<file path="config.mk">
export PLATFORM = sky130hd
export DESIGN_NAME = store_unit_flat
export DESIGN_NICKNAME = d
export VERILOG_FILES = /design/src/rtl/store_unit_pkg.sv /design/src/rtl/store_unit_if.sv /design/src/rtl/store_lane_align.sv /design/src/rtl/store_unit.sv /design/src/flat_wrapper.sv
export SDC_FILE = /design/constraint.sdc
export NUM_CORES = 1
export LEC_CHECK = 0
export BUFFER_PORTS_ARGS = -buffer_cell sky130_fd_sc_hd__buf_4
export CORE_MARGIN = 3
export CORE_UTILIZATION = 30
export CTS_BUF_LIST = sky130_fd_sc_hd__clkbuf_8
export DETAILED_ROUTE_END_ITERATION = 7
export PLACE_DENSITY = 0.61
export RECOVER_POWER = 25
export REMOVE_ABC_BUFFERS = 1
export SYNTH_ARGS = -nofsm -noshare
export SYNTH_HDL_FRONTEND = slang
export SYNTH_HIERARCHICAL = 1
export SYNTH_SLANG_ARGS = --single-unit
</file>
<file path="constraint.sdc">
create_clock -name clk -period 1.8 [get_ports clk]
set_clock_uncertainty 0.05 [all_clocks]
set_input_delay 0.09 -clock clk [delete_from_list [all_inputs] [get_ports clk]]
set_output_delay 0.09 -clock clk [all_outputs]
set_load 0.005 [all_outputs]
</file>
<file path="src/rtl/store_unit_pkg.sv">
// Shared store-unit definitions: store ops, FSM states and funct3 encodings.
package store_unit_pkg;

    typedef enum logic [1:0] {
        StoreOpSb = 2'b00,
        StoreOpSh = 2'b01,
        StoreOpSw = 2'b10,
        StoreOpSd = 2'b11
    } store_op_e;

    typedef enum logic [1:0] {
        StIdle  = 2'b00,
        StBeat0 = 2'b01,
        StBeat1 = 2'b10,
        StResp  = 2'b11
    } store_state_e;

    localparam logic [2:0] F3Sb = 3'b000;
    localparam logic [2:0] F3Sh = 3'b001;
    localparam logic [2:0] F3Sw = 3'b010;
    localparam logic [2:0] F3Sd = 3'b011;

    function automatic logic [3:0] op_bytes(store_op_e op);
        return 4'd1 << op;
    endfunction

endpackage

</file>
<file path="src/rtl/store_unit_if.sv">
// Request and data-memory bus signals of the store unit.
interface store_unit_if #(
    parameter int unsigned XLEN = 32
);
    localparam int unsigned NB = XLEN / 8;

    logic            req_valid;
    logic            req_ready;
    logic [2:0]      req_funct3;
    logic [XLEN-1:0] req_addr;
    logic [XLEN-1:0] req_wdata;
    logic            mem_valid;
    logic            mem_ready;
    logic [XLEN-1:0] mem_addr;
    logic [XLEN-1:0] mem_wdata;
    logic [NB-1:0]   mem_wstrb;
    logic            done;
    logic            fault;

    modport master (
        output req_valid, req_funct3, req_addr, req_wdata, mem_ready,
        input  req_ready, mem_valid, mem_addr, mem_wdata, mem_wstrb, done, fault
    );

    modport slave (
        input  req_valid, req_funct3, req_addr, req_wdata, mem_ready,
        output req_ready, mem_valid, mem_addr, mem_wdata, mem_wstrb, done, fault
    );
endinterface

</file>
<file path="src/rtl/store_lane_align.sv">
// Combinational funct3 decode, byte-lane strobe mask and data shift over two bus words.
module store_lane_align
    import store_unit_pkg::*;
#(
    parameter int unsigned XLEN = 32
) (
    input  logic [2:0]                funct3,
    input  logic [$clog2(XLEN/8)-1:0] off,
    input  logic [XLEN-1:0]           wdata,
    output logic                      legal,
    output logic                      misaligned,
    output logic                      split,
    output logic [2*(XLEN/8)-1:0]     s,
    output logic [2*XLEN-1:0]         d
);
    localparam int unsigned NB = XLEN / 8;
    localparam int unsigned SW = 2 * NB;

    logic [3:0]    nbytes;
    logic [SW-1:0] mask;

    always_comb begin
        legal  = (funct3[2] == 1'b0) && !((funct3 == F3Sd) && (XLEN != 64));
        nbytes = op_bytes(store_op_e'(funct3[1:0]));
        mask   = legal ? SW'((16'd1 << nbytes) - 16'd1) : '0;
        misaligned = legal && ((4'(off) & (nbytes - 4'd1)) != 4'd0);
        s     = mask << off;
        d     = {{XLEN{1'b0}}, wdata} << {off, 3'b000};
        split = |s[SW-1:NB];
    end

endmodule

</file>
<file path="src/rtl/store_unit.sv">
// MEM-stage store sequencer: registers a request, issues one or two aligned bus beats, then responds.
module store_unit
    import store_unit_pkg::*;
#(
    parameter int unsigned XLEN        = 32,
    parameter bit          MISALIGN_EN = 1'b1
) (
    input logic        clk,
    input logic        resetn,
    store_unit_if.slave bus
);
    localparam int unsigned NB   = XLEN / 8;
    localparam int unsigned OffW = $clog2(NB);

    store_state_e    state_q, state_d;
    logic [XLEN-1:0] addr_q, addr_d;
    logic [XLEN-1:0] data0_q, data0_d;
    logic [XLEN-1:0] data1_q, data1_d;
    logic [NB-1:0]   strb0_q, strb0_d;
    logic [NB-1:0]   strb1_q, strb1_d;
    logic            split_q, split_d;
    logic            fault_q, fault_d;

    logic              legal;
    logic              misaligned;
    logic              split;
    logic [2*NB-1:0]   s;
    logic [2*XLEN-1:0] d;
    logic              req_fault;

    store_lane_align #(
        .XLEN(XLEN)
    ) u_align (
        .funct3    (bus.req_funct3),
        .off       (bus.req_addr[OffW-1:0]),
        .wdata     (bus.req_wdata),
        .legal     (legal),
        .misaligned(misaligned),
        .split     (split),
        .s         (s),
        .d         (d)
    );

    assign req_fault = !legal || (misaligned && !MISALIGN_EN);

    always_comb begin
        state_d = state_q;
        addr_d  = addr_q;
        data0_d = data0_q;
        data1_d = data1_q;
        strb0_d = strb0_q;
        strb1_d = strb1_q;
        split_d = split_q;
        fault_d = fault_q;
        unique case (state_q)
            StIdle: begin
                if (bus.req_valid) begin
                    addr_d  = {bus.req_addr[XLEN-1:OffW], {OffW{1'b0}}};
                    data0_d = d[XLEN-1:0];
                    data1_d = d[2*XLEN-1:XLEN];
                    strb0_d = s[NB-1:0];
                    strb1_d = s[2*NB-1:NB];
                    split_d = split;
                    fault_d = req_fault;
                    state_d = req_fault ? StResp : StBeat0;
                end
            end
            StBeat0: if (bus.mem_ready) state_d = split_q ? StBeat1 : StResp;
            StBeat1: if (bus.mem_ready) state_d = StResp;
            StResp:  state_d = StIdle;
            default: state_d = StIdle;
        endcase
    end

    always_ff @(posedge clk or negedge resetn) begin
        if (!resetn) begin
            state_q <= StIdle;
            addr_q  <= '0;
            data0_q <= '0;
            data1_q <= '0;
            strb0_q <= '0;
            strb1_q <= '0;
            split_q <= 1'b0;
            fault_q <= 1'b0;
        end else begin
            state_q <= state_d;
            addr_q  <= addr_d;
            data0_q <= data0_d;
            data1_q <= data1_d;
            strb0_q <= strb0_d;
            strb1_q <= strb1_d;
            split_q <= split_d;
            fault_q <= fault_d;
        end
    end

    // Bus payload is zero outside the beat states so idle outputs match reset.
    always_comb begin
        bus.req_ready = (state_q == StIdle);
        bus.mem_valid = 1'b0;
        bus.mem_addr  = '0;
        bus.mem_wdata = '0;
        bus.mem_wstrb = '0;
        bus.done      = 1'b0;
        bus.fault     = 1'b0;
        unique case (state_q)
            StBeat0: begin
                bus.mem_valid = 1'b1;
                bus.mem_addr  = addr_q;
                bus.mem_wdata = data0_q;
                bus.mem_wstrb = strb0_q;
            end
            StBeat1: begin
                bus.mem_valid = 1'b1;
                bus.mem_addr  = addr_q + XLEN'(NB);
                bus.mem_wdata = data1_q;
                bus.mem_wstrb = strb1_q;
            end
            StResp: begin
                bus.done  = 1'b1;
                bus.fault = fault_q;
            end
            default: ;
        endcase
    end

endmodule

</file>
<file path="src/flat_wrapper.sv">
// flat-port wrapper written by rule: the top's interface ports become plain ports
module store_unit_flat import store_unit_pkg::*;
#(
    parameter int unsigned XLEN        = 32,
    parameter bit          MISALIGN_EN = 1'b1
)
  (clk, resetn, bus_req_valid, bus_req_funct3, bus_req_addr, bus_req_wdata, bus_mem_ready, bus_req_ready, bus_mem_valid, bus_mem_addr, bus_mem_wdata, bus_mem_wstrb, bus_done, bus_fault);
  store_unit_if #(.XLEN(XLEN)) bus_i ();
  input logic clk;
  input logic resetn;
  input wire logic [$bits(bus_i.req_valid)-1:0] bus_req_valid;
  input wire logic [$bits(bus_i.req_funct3)-1:0] bus_req_funct3;
  input wire logic [$bits(bus_i.req_addr)-1:0] bus_req_addr;
  input wire logic [$bits(bus_i.req_wdata)-1:0] bus_req_wdata;
  input wire logic [$bits(bus_i.mem_ready)-1:0] bus_mem_ready;
  output wire logic [$bits(bus_i.req_ready)-1:0] bus_req_ready;
  output wire logic [$bits(bus_i.mem_valid)-1:0] bus_mem_valid;
  output wire logic [$bits(bus_i.mem_addr)-1:0] bus_mem_addr;
  output wire logic [$bits(bus_i.mem_wdata)-1:0] bus_mem_wdata;
  output wire logic [$bits(bus_i.mem_wstrb)-1:0] bus_mem_wstrb;
  output wire logic [$bits(bus_i.done)-1:0] bus_done;
  output wire logic [$bits(bus_i.fault)-1:0] bus_fault;
  assign bus_i.req_valid = bus_req_valid;
  assign bus_i.req_funct3 = bus_req_funct3;
  assign bus_i.req_addr = bus_req_addr;
  assign bus_i.req_wdata = bus_req_wdata;
  assign bus_i.mem_ready = bus_mem_ready;
  assign bus_req_ready = bus_i.req_ready;
  assign bus_mem_valid = bus_i.mem_valid;
  assign bus_mem_addr = bus_i.mem_addr;
  assign bus_mem_wdata = bus_i.mem_wdata;
  assign bus_mem_wstrb = bus_i.mem_wstrb;
  assign bus_done = bus_i.done;
  assign bus_fault = bus_i.fault;
  store_unit #(.XLEN(XLEN), .MISALIGN_EN(MISALIGN_EN)) u_core (.clk(clk), .resetn(resetn), .bus(bus_i));
endmodule
</file>
# Word level (Yosys, flattened, before mapping)
# Index checks and enable logic that the tools add are counted.
[totals]
inputBits = 71
ff_bits = 106
output_inout_bits = 72
[op_classes]
bitwise_logic = 1
shift = 4
reduce_logical = 8
addsub = 2
n_eq_ne = 7
muxes = 13
[op_table]
columns = ["cell", "count"]
rows = [
  ["$pmux 32 s2", 2],
  ["$shl 32x5->64", 1],
  ["$add 32x3->32 const B", 1],
  ["$mux 2", 4],
  ["$mux 8", 1],
  ["$pmux 2 s4", 1],
  ["$pmux 4 s2", 1],
  ["$shl 1x4->8 const A", 1],
  ["$shl 8x2->8", 1],
  ["$sub 8x1->8 const B", 1],
  ["$ne 2x2->1 const B", 3],
  ["$eq 2x2->1 const B", 2],
  ["$mux 1", 4],
  ["$reduce_or 4->1", 1],
  ["$shl 1x2->4 const A", 1],
  ["$eq 3x2->1 const B", 1],
  ["$reduce_and 3->1", 1],
  ["$eq 2x1->1 const B", 1],
  ["$logic_not 1->1", 2],
  ["$logic_not 2->1", 1],
  ["$reduce_and 2->1", 1],
  ["$reduce_or 2->1", 1],
  ["$logic_and 1x1->1", 1],
  ["$not 1->1", 1],
]

# Depth between registers and ports, before layout
# Gate-level depths: netlist of run 1.
[depth]
depth_word = 6
mapped_depth = 7

# Hierarchy
# Netlist of run 1, hierarchy kept.
[modules_own_cells]
columns = ["mod", "seq_area_each_um2", "area_per_inst_um2", "instances", "cells_per_inst"]
rows = [
  ["store_unit", 2652.5, 5701.7, 1, 507],
  ["store_lane_align", 0.0, 1054.8, 1, 152],
]

# Least setup slack after synthesis of run 1
# OpenSTA, ideal clock, no wires.
[synth_path]
path_kind = "reg-to-reg"
from = "reg u_core.state_q[0]"
to = "reg u_core.addr_q[27]"
setup_time_ns = 0.125
required_time_ns = 1.625
period_less_slack_ns = 1.926
slack_ns = -0.126
stages_incl_launch_ff = 7
arrival_ns = 1.751
path_cell_list = "dfrtp_1 > inv_1 > ha_1 > nand2_1 > buf_1 > buf_2 > mux2_2"
[synth_via]
elab_chain_cells = 2
[synth_rtl]
columns = ["item", "line", "rtl"]
rows = [
  ["start, declared", "store_unit.sv:15", "store_state_e state_q, state_d;"],
  ["start signal, assigned", "store_unit.sv:77", "state_q <= StIdle;"],
  ["start signal, assigned", "store_unit.sv:86", "state_q <= state_d;"],
  ["$logic_not 2->1", "-", ""],
  ["net bus_req_ready", "flat_wrapper.sv:16", "output wire logic [$bits(bus_i.req_ready)-1:0] bus_req_ready;"],
  ["$reduce_and 2->1 (no source line)", "-", ""],
  ["end signal, assigned", "store_unit.sv:87", "addr_q <= addr_d;"],
  ["end, declared", "store_unit.sv:16", "logic [XLEN-1:0] addr_q, addr_d;"],
]
# The timed path passes the listed nets, and every way through them passes these cells.
# A chain may end at the register's enable or synchronous reset.

# Final worst setup path of run 1
[layout_path]
from = "reg u_core.addr_q[22]"
to = "out bus_mem_addr[30]"
[layout_via]
elab_chain_cells = 2
[layout_rtl]
columns = ["item", "line", "rtl"]
rows = [
  ["$add 32x3->32", "store_unit.sv:115", "bus.mem_addr = addr_q + XLEN'(NB);"],
  ["$pmux 32 s2", "store_unit.sv:106", "unique case (state_q)"],
  ["end, declared", "flat_wrapper.sv:18", "output wire logic [$bits(bus_i.mem_addr)-1:0] bus_mem_addr;"],
]
# No other way between the ends.

==> metrics.md, run 1 <==
| Metric | Value |
|---|---|
| Status | `finished, violations left` |
| Failing checks | `setup timing` |
| Initial DRC Count | `275` |
| Hold Path Class | `in -> reg` |
| Final antenna-violating net count | `0` |
| Startpoint types | `register` |
| Gr usage total | `17.64%` |
| I/O Buffers | `140` |
| Syn avg cell area | `10.28 µm²` |
| TritonCTS buffer count | `9` |
| Relative slew slack | `27.46%` |
| Power per cell area | `1655 nW/µm²` |
| Leak | `4.549 nW` |
| Max cap viols | `0` |
| Cell Int Power | `0.01056 W` |
| Ys Warns | `6` |
| P_sw | `0.006341 W` |
| DP Worst Slack | `-0.1711 ns` |
| Vias in the first global route | `6239` |
| Final design utilization | `46.51%` |
| Core Region | `21960 µm²` |
| Num rows | `54` |
| Drt wl/cell | `18.43 µm` |
| Tcrit/Tclk final | `123.9%` |
| Final Hold Fails | `0` |
| CP cell instances | `and4_2 -> nand3_1 -> or4b_1 -> o211ai_1 -> buf_4` |
| Reg power frac | `26.8%` |
| CP startpoint | `u_core/addr_q[22]` |
| Worst-margin pin slew | `1.086 ns` |
| Crit Path Class | `reg -> out` |
| Worst EP arrival | `2.09 ns` |
| Final Setup Violations | `68` |
| Clock-pin slew on the worst setup and hold paths | `0.10 ns` |
| Comb power frac | `62.9%` |
| Vias per cell | `5.128` |
| Clock power share | `10.2%` |
| Worst setup margin | `-0.4308 ns` |
| Largest net degree at the start of global routing | `41` |
| Synthesized cell area | `6743 µm²` |
| DRC viols | `0` |
| # IOs | `143` |
| DRT Pass-1 Iters | `5` |
| Layout area overhead | `51.46%` |
| Clock buffer depth | `2` |
| FMAX | `448.3 MHz` |
| RSZ-0062 raised after global routing | `yes` |
| Layout cells sized above 1 | `55.73%` |
| Most common cell after layout, fill and taps aside | `buf_4` |
| Final min period | `2.231 ns` |
| CP endpoint | `bus_mem_addr[30]` |
| Final wirelength | `21900 µm` |
| CTS tree | `built` |
| Die area | `24310 µm²` |
| Critical path endpoint category | `output pin` |
| Crit Path Max Fanout | `6` |
| Worst hold start | `bus_req_wdata[2]` |
| Die width | `155.9 µm` |
| Reg2reg path depth | `8` |
| Commonest cells after routing, fill and taps aside | `buf_4 (211), mux2_2 (104), dfrtp_1 (100)` |
| Max VDD drop | `0.0006812 V` |
| Crit path required time | `1.66 ns` |
| Reg-to-Reg Start | `u_core/state_q[1]` |
| First-pass GRT wire length | `34200 µm` |
| Clk Latency, worst-skew pair | `0.39 ns` |
| Die Span Y | `155.9 µm` |
| Switching part of the total | `37.52%` |
| Dpl hpwl | `14740 µm` |
| Ant. Diodes | `0` |
| Worst path slowest cell | `or4b_1` |
| Post-layout nets | `980` |
| Cells after Synth | `656` |
| Max Slew Vio Count | `0` |
| H-Tree Depth | `3` |
| Starting density of the core | `30.71%` |
| Overflow after GRT | `0` |
| Crit Reg-Reg Endpoint | `u_core/state_q[0]` |
| CTS Sinks | `106` |
| Final TNS setup | `-17.49 ns` |
| Via count | `6092` |
| Reg2Reg Setup Slack | `-0.06 ns` |
| Initial antenna violation count | `0` |
| Placer Congestion | `0.9331` |
| Root buffer cell | `clkbuf_8` |
| Max stage delay on crit path | `0.55 ns` |
## final cells by class
type | count | area [µm²]
Clock buffer | 11 | 151.4
Multi-Input combinational cell | 486 | 4237
Inverter | 8 | 30.03
Clock inverter | 5 | 82.58
Sequential cell | 106 | 2660
Tap cell | 280 | 350.3
Fill cell | 2048 | 11750
Timing Repair Buffer | 292 | 2701
## layer usage
layer / global-route usage (%) / part of all wire, %
met3: 3.107 / 5.5
met1: 24.58 / 46
met4: 3.701 / 1.4
met5: 0 / 0
met2: 28.82 / 47
## worst max-delay path: cells and delay by family, from the launching register on
family / cells / cell delay [ns]
and+or+nand+nor: 3 / 0.99
DFF: 1 / 0.45
buffers and inverters: 1 / 0.15
AOI/OAI and AO/OA: 1 / 0.13
## power by group through the flow
stage               logic [W]  registers (W)  clock network (W)
floorplan             0.00400        0.00426                  0
global placement      0.00765        0.00435                  0
detailed placement    0.00773        0.00437                  0
CTS                    0.0102        0.00449            0.00180
global route           0.0114        0.00467            0.00190
finish                 0.0106        0.00454            0.00173
## worst min path at each step
| stage | endpoint | cells after the start |
|---|---|---|
| after floorplan | u_core/addr_q[10] | 0 |
| after global placement | u_core/addr_q[13] | 1 |
| after detailed placement | u_core/addr_q[13] | 1 |
| after CTS | u_core/data0_q[2] | 3 |
| after global routing | u_core/data0_q[5] | 3 |
| final | u_core/data0_q[2] | 3 |
## stage by stage
stage | instance area (µm²) | total power, W | cells | hold slack (ns)
2_1_floorplan | 6366 | 0.008256 | 600 | -0.2556
6_report | 10210 | 0.01690 | 1188 | 0.02701
3_5_place_dp | 8466 | 0.01211 | 1096 | -0.07044
4_1_cts | 10000 | 0.01653 | 1178 | 0.0003480
3_3_place_gp | 8466 | 0.01200 | 1096 | -0.06591
5_1_grt | 10210 | 0.01794 | 1188 | 0.01658
## state kept, by name, summed over array words and instances (netlist names)
| signal | flops |
|---|---|
| u_core/data0_q | 32 |
| u_core/data1_q | 32 |
| u_core/addr_q | 30 |
| u_core/strb0_q | 4 |
| u_core/strb1_q | 4 |
| u_core/state_q | 2 |
| u_core/fault_q | 1 |
| u_core/split_q | 1 |
## timing repair
item                                    4_1_cts  5_1_grt
gates cloned                                  8        1
endpoints found under the hold margin       150        0
resized for setup                           147       38
hold buffers                                 42        0
buffers inserted                             16       11
pin swaps                                    38       30
endpoints found under the setup margin       68       70
Power figures use the tool's default switching activity.
==> run 2, diff against run 1 <==
--- a/config.mk
+++ b/config.mk
@@ -12,7 +12,7 @@
 export DETAILED_ROUTE_END_ITERATION = 7
 export PLACE_DENSITY = 0.61
 export RECOVER_POWER = 25
-export REMOVE_ABC_BUFFERS = 1
+export SKIP_LAST_GASP = 1
 export SYNTH_ARGS = -nofsm -noshare
 export SYNTH_HDL_FRONTEND = slang
 export SYNTH_HIERARCHICAL = 1
==> run 2 against run 1 <==
Net effect: the run still ends with setup timing left; register-to-register slack improved by 0.02 ns; die area did not move; final area rose by 4.4%; combinational power rose by 19%; sequential power fell by 3%; cell count rose by 0.76%; maximum frequency fell by 0.94%; count of clock-buffer cells in the layout fell by 2; via count rose by 2.0%; critical path depth rose by 1.
==> metrics.md, run 2 (synthesized netlist as in run 1, its figures left out) <==
| Metric | Value |
|---|---|
| Final wirelength | `23170 µm (+5.8%)` |
| Initial antenna violation count | `0 (unchanged)` |
| Dpl hpwl | `15110 µm (+2.5%)` |
| Max cap viols | `0 (unchanged)` |
| Tcrit/Tclk final | `125.1% (+1.2 points)` |
| Starting density of the core | `30.71% (unchanged)` |
| Max Slew Vio Count | `0 (unchanged)` |
| Worst setup margin | `-0.4521 ns (-0.02128 ns)` |
| Vias in the first global route | `6141 (-1.6%)` |
| Status | `finished, violations left` |
| Die width | `155.9 µm (unchanged)` |
| Relative slew slack | `33.51% (+6.0 points)` |
| Cell Int Power | `0.01133 W (+7.3%)` |
| RSZ-0062 raised after global routing | `yes` |
| # IOs | `143 (unchanged)` |
| Crit path required time | `1.66 ns (about the same)` |
| Crit Path Max Fanout | `6 (unchanged)` |
| Crit Path Class | `reg -> out` |
| Worst hold start | `bus_req_wdata[3]` |
| Commonest cells after routing, fill and taps aside | `buf_4 (183), dfrtp_1 (106), mux2_2 (105)` |
| DP Worst Slack | `-0.1577 ns (+0.01340 ns)` |
| Placed Instances | `1098 (+0.18%)` |
| Comb power frac | `67.9% (+5.0 points)` |
| Fin Hold WS | `0.01759 ns (-0.009417 ns)` |
| Post-layout nets | `989 (+0.92%)` |
| Via count | `6211 (+2.0%)` |
| Core Region | `21960 µm² (unchanged)` |
| Power per cell area | `1739 nW/µm² (+5.1%)` |
| Num rows | `54 (unchanged)` |
| Overflow after GRT | `0 (unchanged)` |
| Ant. Diodes | `0 (unchanged)` |
| Hold Path Class | `in -> reg` |
| Reg-to-Reg Start | `u_core/state_q[1]` |
| Clk Latency, worst-skew pair | `0.39 ns (about the same)` |
| Placer Congestion | `0.9392 (+0.65%)` |
| P_sw | `0.007208 W (+14%)` |
| Post-Layout Cell Count | `1197 (+0.76%)` |
| DRT Pass-1 Iters | `5 (unchanged)` |
| # fillers | `1956 (-4.5%)` |
| DRC viols | `0 (unchanged)` |
| Final design utilization | `48.55% (+2.0 points)` |
| Root buffer cell | `clkbuf_8` |
| Max VDD drop | `0.0007515 V (+10%)` |
| Most common cell after layout, fill and taps aside | `buf_4` |
| Reg power frac | `23.8% (-3.0 points)` |
| I/O Buffers | `140 (unchanged)` |
| Switching part of the total | `38.89% (+1.4 points)` |
| Gr usage total | `17.90% (+0.26 points)` |
| Initial DRC Count | `363 (+32%)` |
| Die Span Y | `155.9 µm (unchanged)` |
| Clock buffer depth | `2 (unchanged)` |
| Final Setup Violations | `67 (-1.5%)` |
| Startpoint types | `register` |
| Worst EP arrival | `2.11 ns (+0.02 ns)` |
| Final antenna-violating net count | `0 (unchanged)` |
| Layout area overhead | `58.10%` |
| CTS Sinks | `106 (unchanged)` |
| Clock power share | `8.3% (-1.9 points)` |
| CTS tree | `built` |
| Vias per cell | `5.189 (+1.2%)` |
| Final min period | `2.252 ns (+0.02128 ns)` |
| Worst-margin pin slew | `0.9973 ns (-0.08851 ns)` |
| TritonCTS buffer count | `9 (unchanged)` |
| Clock-pin slew on the worst setup and hold paths | `0.11 ns (about the same)` |
| Biggest regs | `u_core/data0_q (32), u_core/data1_q (32), u_core/addr_q (30)` |
| FMAX | `444.0 MHz (-0.94%)` |
| Critical path endpoint category | `output pin` |
| Drt wl/cell | `19.36 µm (+5.0%)` |
| Die area | `24310 µm² (unchanged)` |
| Final Hold Fails | `0 (unchanged)` |
| Placed Instance Area | `8466 µm² (unchanged)` |
| Layout cells sized above 1 | `56.92% (+1.2 points)` |
| CP startpoint | `u_core/addr_q[2]` |
| Leak | `4.720 nW (+3.8%)` |
| Fin area | `10660 µm² (+4.4%)` |
| Failing checks | `setup timing` |
| H-Tree Depth | `3 (unchanged)` |
| Largest net degree at the start of global routing | `40 (-2.4%)` |
| First-pass GRT wire length | `34240 µm (+0.14%)` |
==> run 2: cell count changes in the layout (fill, tap and decap cells not counted), sizes merged <==
cell	delta
clkinvlp	+1
inv	+2
bufbuf	-2
dlygate4sd3	-1
clkinv	+1
bufinv	-2
buf	+9
nand2	+1
==> run 2: path summary, 6_finish.rpt <==
check / to / slack (ns) / depth (start not counted)
max in group asynchronous: u_core/data0_q[18] / 0.17 / 3
min: u_core/data0_q[3] / 0.02 / 3
min reg2reg: u_core/fault_q / 0.44 / 2
max reg2reg: u_core/state_q[0] / -0.04 / 10
max: bus_mem_addr[30] / -0.45 / 6
min in group asynchronous: u_core/addr_q[11] / 0.32 / 2
==> run 2: per-layer routing <==
layer	track usage [%]	share of wire, %	vias up
met3	4.799	7.1	28
met4	3.827	1.8	0
li1	-	-	2878
met5	0	0	-
met1	24.19	44	3050
met2	28.93	47	255
==> run 2: final cells by class <==
type,count,area [µm²],area share (%)
clock buffer,9,123.9,1.162
clock inverter,7,77.57,0.7277
inverter,8,30.03,0.2817
multi-input combinational,487,4474,41.97
sequential,106,2653,24.88
tap,280,350.3,3.286
timing repair buffer,300,2952,27.69
==> run 2: worst max-delay path, stage by stage, from the launching register on <==
cell and delay (ns):
dfrtp_1 0.37, ha_2 0.18, and4_4 0.27, nand3_4 0.10
or4b_1 0.53, o211ai_1 0.13, buf_4 0.15
==> run 2: timing repair <==
item	CTS	global route
gates resized for setup	168	91
buffers inserted	15	17
hold buffers	41	0
pin swaps	40	39
gates cloned	11	3
setup endpoints to repair	66	69
hold endpoints to repair	80	0
==> run 2: through the flow <==
stage               power (W)  setup TNS, ns
floorplan            0.008488              0
global placement      0.01204        -0.7350
detailed placement    0.01217        -0.8445
CTS                   0.01705         -18.30
global route          0.01948         -26.34
finish                0.01854         -16.94
==> run 2: power by group through the flow <==
stage               sequential, W  combinational (W)  clock [W]
floorplan                 0.00420            0.00429          0
global placement          0.00425            0.00779          0
detailed placement        0.00430            0.00786          0
CTS                       0.00435             0.0111    0.00161
global route              0.00456             0.0132    0.00169
finish                    0.00441             0.0126    0.00155
